<file path="src/rtl/ifetch_pkg.sv">
// ifetch_pkg: shared state encoding and constants for the instruction fetch stage
package ifetch_pkg;
   typedef enum logic [1:0] {IDLE = 2'd0, REQ = 2'd1, WAIT = 2'd2, FULL = 2'd3} state_e;
   localparam logic [31:0] INSTR_NOP = 32'h0000_0013;
   localparam logic [1:0] ALIGN_MASK = 2'b11;
   function automatic logic misaligned(input logic [31:0] addr);
      return (addr[1:0] & ALIGN_MASK) != 2'b00;
   endfunction
endpackage

</file>
<file path="src/rtl/ifetch_ireg.sv">
// ifetch_ireg: instruction/pc/fault holding register presented to decode
module ifetch_ireg
   import ifetch_pkg::*;
(
   input  logic        clk,
   input  logic        reset,
   input  logic        load_i,
   input  logic        clear_i,
   input  logic [31:0] instr_i,
   input  logic [31:0] pc_i,
   input  logic        fault_i,
   output logic        valid_o,
   output logic [31:0] instr_o,
   output logic [31:0] pc_o,
   output logic        fault_o
);
   logic        valid_q;
   logic [31:0] instr_q;
   logic [31:0] pc_q;
   logic        fault_q;

   always_ff @(posedge clk or posedge reset) begin
      if (reset) begin
         valid_q <= 1'b0;
         instr_q <= INSTR_NOP;
         pc_q    <= '0;
         fault_q <= 1'b0;
      end else if (load_i) begin
         valid_q <= 1'b1;
         instr_q <= fault_i ? INSTR_NOP : instr_i;
         pc_q    <= pc_i;
         fault_q <= fault_i;
      end else if (clear_i) begin
         valid_q <= 1'b0;
         instr_q <= INSTR_NOP;
         fault_q <= 1'b0;
      end
   end

   assign valid_o = valid_q;
   assign instr_o = instr_q;
   assign pc_o    = pc_q;
   assign fault_o = fault_q;
endmodule

</file>
<file path="src/rtl/ifetch_unit.sv">
// ifetch_unit: single-outstanding fetch FSM between the PC register, instruction memory and decode
module ifetch_unit
   import ifetch_pkg::*;
(
   input  logic        clk,
   input  logic        reset,
   input  logic [31:0] pc,
   output logic        pc_advance,
   input  logic        flush,
   output logic        imem_req_valid,
   output logic [31:0] imem_req_addr,
   input  logic        imem_req_ready,
   input  logic        imem_rsp_valid,
   input  logic [31:0] imem_rsp_data,
   input  logic        imem_rsp_err,
   output logic        instr_valid,
   input  logic        instr_ready,
   output logic [31:0] instr,
   output logic [31:0] instr_pc,
   output logic        fetch_fault
);
   state_e      state_q, state_d;
   logic        discard_q, discard_d;
   logic [31:0] addr_q, addr_d;
   logic        req_valid_q;
   logic        load, clear, ld_fault;
   logic [31:0] ld_pc;

   always_ff @(posedge clk or posedge reset) begin
      if (reset) begin
         state_q     <= IDLE;
         discard_q   <= 1'b0;
         addr_q      <= '0;
         req_valid_q <= 1'b0;
      end else begin
         state_q     <= state_d;
         discard_q   <= discard_d;
         addr_q      <= addr_d;
         req_valid_q <= state_d == REQ;
      end
   end

   // a flush during REQ/WAIT cannot cancel the memory transaction, so its response is marked stale
   always_comb begin
      state_d   = state_q;
      discard_d = discard_q;
      addr_d    = addr_q;
      load      = 1'b0;
      clear     = 1'b0;
      ld_pc     = addr_q;
      ld_fault  = imem_rsp_err;
      case (state_q)
         IDLE: if (!flush) begin
            if (misaligned(pc)) begin
               state_d  = FULL;
               load     = 1'b1;
               ld_pc    = pc;
               ld_fault = 1'b1;
            end else begin
               state_d = REQ;
               addr_d  = pc;
            end
         end
         REQ: begin
            if (flush) discard_d = 1'b1;
            if (imem_req_ready) state_d = WAIT;
         end
         WAIT: if (imem_rsp_valid) begin
            if (discard_q || flush) begin
               discard_d = 1'b0;
               state_d   = IDLE;
            end else begin
               state_d = FULL;
               load    = 1'b1;
            end
         end else if (flush) discard_d = 1'b1;
         FULL: if (flush || instr_ready) begin
            state_d = IDLE;
            clear   = 1'b1;
         end
         default: state_d = IDLE;
      endcase
   end

   ifetch_ireg u_ireg (
      .clk     (clk),
      .reset   (reset),
      .load_i  (load),
      .clear_i (clear),
      .instr_i (imem_rsp_data),
      .pc_i    (ld_pc),
      .fault_i (ld_fault),
      .valid_o (instr_valid),
      .instr_o (instr),
      .pc_o    (instr_pc),
      .fault_o (fetch_fault)
   );

   assign pc_advance     = (state_q == FULL) && instr_ready && !flush;
   assign imem_req_valid = req_valid_q;
   assign imem_req_addr  = addr_q;
endmodule
</file>
<file path="config.mk">
export PLATFORM = sky130hd
export DESIGN_NAME = ifetch_unit
export DESIGN_NICKNAME = d
export VERILOG_FILES = /design/src/rtl/ifetch_pkg.sv /design/src/rtl/ifetch_ireg.sv /design/src/rtl/ifetch_unit.sv
export SDC_FILE = /design/constraint.sdc
export NUM_CORES = 1
export LEC_CHECK = 0
export BUFFER_PORTS_ARGS = -buffer_cell sky130_fd_sc_hd__buf_4
export CAP_MARGIN = 5
export CORE_AREA = 4 4 105 107
export DETAILED_ROUTE_END_ITERATION = 8
export DIE_AREA = 0 0 109 111
export PLACE_DENSITY_LB_ADDON = 0.3
export SLEW_MARGIN = 20
export SYNTH_ARGS = -nofsm -noshare
export SYNTH_HDL_FRONTEND = slang
export SYNTH_SLANG_ARGS = --single-unit
</file>
<file path="constraint.sdc">
create_clock -name clk -period 6.5 [get_ports clk]
set_input_delay 0.325 -clock clk [delete_from_list [all_inputs] [get_ports clk]]
set_output_delay 0.325 -clock clk [all_outputs]
set_load 0.05 [all_outputs]
</file>
==> impl_metrics.env <==
export IMPL_outcome="completed"
export IMPL_cts_resized=0
export IMPL_timing_rr_end="u_ireg.pc_o[27]$_DFFE_PP0P_"
export IMPL_yosysTopAreaCellShare=0.555
export IMPL_synth_warnings=0
export IMPL_clock_latency_ns=0.36
export IMPL_rrSetupSlack_ns=3.96
export IMPL_setup_worst_path_class="reg2reg"
export IMPL_core_rowCount=37
export IMPL_maxSlewHeadroom=0.472
export IMPL_core_area_um2=10100
export IMPL_synthFlopType="dfrtp_1"
export IMPL_post_route_period_util=0.391
export IMPL_first_iter_violations=236
export IMPL_syn_num_nets=441
export IMPL_die_h_um=111
export IMPL_yosysMostFrequentCell="dfrtp_1"
export IMPL_finish_utilization=0.594
export IMPL_fmax_ghz=0.393
export IMPL_start_kind="register"
export IMPL_reg2reg_depth=3
export IMPL_pwr_density_cell_nw_per_um2=548
export IMPL_crit_fanout=33
export IMPL_portBuffers=170
export IMPL_yosys_top_cells_count="dfrtp_1 (99), o21ai_0 (33), inv_1 (32)"
export IMPL_grt_overflow=0
export IMPL_crit_start="state_q[1]$_DFF_PP0_"
export IMPL_grt_pass1_vias=3720
export IMPL_endpoint="u_ireg.pc_o[27]$_DFFE_PP0P_"
export IMPL_post_drt_wl_per_cell_um=18.0
export IMPL_num_fill_cells=857
export IMPL_cts_setup_buffers=0
export IMPL_synth_edf_count=0
export IMPL_routed_wl_mm=11.9
export IMPL_setup_tns_ns=0
export IMPL_drc=0
export IMPL_cts_sinks=102
export IMPL_yosys_area_top_type="dfrtp_1"
export IMPL_drive_above_1_share=0.489
export IMPL_syn_to_final_growth_pct=34.9
export IMPL_min_path_type="in2async"
export IMPL_ctsRootBufferMaster="clkbuf_8"
export IMPL_n_antenna_cell=0
export IMPL_vias_per_cell=5.49
export IMPL_dp_hpwl_mm=8.13
export IMPL_synthTopCellsByArea="dfrtp_1 (55%), mux2_2 (7.6%), o221a_2 (6.8%)"
export IMPL_grt_total_usage=0.195
export IMPL_ys_async_sr_fraction=1.00
export IMPL_final_setup_skew_ns=0.0119
export IMPL_first_pass_iters=4
export IMPL_h_tree_depth=3
export IMPL_avgSynthCellArea_um2=12.1
export IMPL_syn_area_um2=4470
export IMPL_slew_violations=0
export IMPL_gp_congestion=0.759
export IMPL_cp_end_kind="register"
export IMPL_antenna_found_initial=0
export IMPL_tightest_slew_ns=0.792
export IMPL_irDropWorstVdd_mv=0.247
export IMPL_fp_dieW_um=109
export IMPL_power_leakage_nw=2.83
export IMPL_ant_nets=0
export IMPL_ctsLongestPathBuffers=2
export IMPL_vias=3621
export IMPL_period_needed_ns=2.54
export IMPL_nets=590
export IMPL_syn_inst=370
export IMPL_cap_violations=0
export IMPL_grt_max_degree=57
export IMPL_grt_pass1_wl_mm=18.9
export IMPL_dieArea_um2=12100
export IMPL_pin_count=171
export IMPL_cts_tree="built"
export IMPL_rsz0062_at_grt="false"
export IMPL_ys_types=38
export IMPL_r2r_start="state_q[1]$_DFF_PP0_"
export IMPL_cts_made_buffers=9
export IMPL_synth_seq_cells=102
export IMPL_clkSlewWorstSetupHoldPaths_ns=0.09
export IMPL_yosysSeqAreaShare=0.572
export IMPL_cp_data_arrival_time_ns=2.84
export IMPL_worstPathRequired_ns=6.80
export IMPL_setup_violations=0
export IMPL_postCtsHoldBufs=0
export IMPL_hold_viol_final=0
export IMPL_initial_core_util=0.440
==> kinds of logic after synthesis <==
group,after synthesis,share of synthesized area
DFF,102,0.572
AOI/OAI and AO/OA,107,0.197
muxes,30,0.0757
and+or+nand+nor,63,0.0877
buffers and inverters,68,0.0670
==> critical path, cell delays in order (launching register included) <==
cell,delay [ns]
dfrtp_1,0.60
or3_2,0.84
o22ai_4,0.69
o221a_2,0.34
==> report_power, final <==
group / leakage, nW / total (W) / switching (W) / internal [W]
Sequential: 1.25 / 0.00107 / 0.000193 / 0.000877
Combinational: 1.46 / 0.00176 / 0.00118 / 0.000574
Clock: 0.121 / 0.000472 / 0.000206 / 0.000266
Total: 2.83 / 0.00330 / 0.00158 / 0.00172
==> worst min-delay path by stage <==
stage	start	slack, ns	to	cells past startpoint
3_3_place_gp	reset	0.45	u_ireg.pc_o[14]$_DFFE_PP0P_	2
6_report	reset	0.06	u_ireg.pc_o[23]$_DFFE_PP0P_	2
2_1_floorplan	pc[1]	0.47	u_ireg.pc_o[1]$_DFFE_PP0P_	1
5_1_grt	reset	0.1	u_ireg.pc_o[18]$_DFFE_PP0P_	2
4_1_cts	reset	0.06	u_ireg.pc_o[15]$_DFFE_PP0P_	2
3_5_place_dp	reset	0.46	u_ireg.pc_o[14]$_DFFE_PP0P_	2
==> stage by stage <==
step                      power, W  hold slack, ns  cell area (µm²)  instances  setup slack, ns
after floorplan            0.00230           0.470             4470        370             3.50
after global placement     0.00282           0.449             5770        644             3.89
after detailed placement   0.00285           0.461             5770        644             3.82
after CTS                  0.00332          0.0606             6010        660             3.80
after global routing       0.00345          0.0970             6020        660             3.75
final                      0.00330          0.0555             6020        660             3.96
==> placed cells by master (no fill, tap or decap), drive strengths merged <==
| master | instances |
|---|---|
| clkbuf | 12 |
| a21oi | 2 |
| and3 | 4 |
| nor3 | 3 |
| inv | 33 |
| nor3b | 3 |
| o22ai | 1 |
| clkinv | 1 |
| o21ai | 34 |
| nor4b | 2 |
| dfrtp | 99 |
| o21a | 1 |
| mux2 | 30 |
| nand3 | 1 |
| and2 | 2 |
| or4 | 3 |
| bufinv | 3 |
| a221o | 4 |
| o221ai | 1 |
| o31a | 3 |
| o32ai | 29 |
| nand2 | 8 |
| or3 | 29 |
| nor2b | 2 |
| or4b | 1 |
| a211oi | 2 |
| o211ai | 1 |
| dfstp | 3 |
| nor2 | 5 |
| a2111oi | 1 |
| o221a | 27 |
| a2bb2oi | 1 |
| buf | 173 |
==> per-layer routing <==
layer / global-route usage / share of wire / vias to the layer above
li1: - / - / 1683
met1: 0.259 / 0.43 / 1769
met2: 0.303 / 0.47 / 148
met3: 0.0425 / 0.077 / 21
met4: 0.0850 / 0.025 / 0
met5: 0 / 0 / -
==> registers in the layout, indices dropped and copies added (netlist names) <==
signal / cells
u_ireg.valid_o: 1
imem_req_addr: 32
u_ireg.pc_o: 32
discard_q: 1
u_ireg.fault_o: 1
state_q: 2
u_ireg.instr_o: 32
imem_req_valid: 1
==> area by class of cell <==
type | count | area, µm² | area share
sequential | 102 | 2560 | 0.424
multi-input combinational | 200 | 1630 | 0.271
timing repair buffer | 173 | 1300 | 0.216
tap | 136 | 170 | 0.0283
clock buffer | 12 | 145 | 0.0241
inverter | 33 | 126 | 0.0210
clock inverter | 4 | 95.1 | 0.0158
Note: power is estimated with default switching activity, not from simulation.
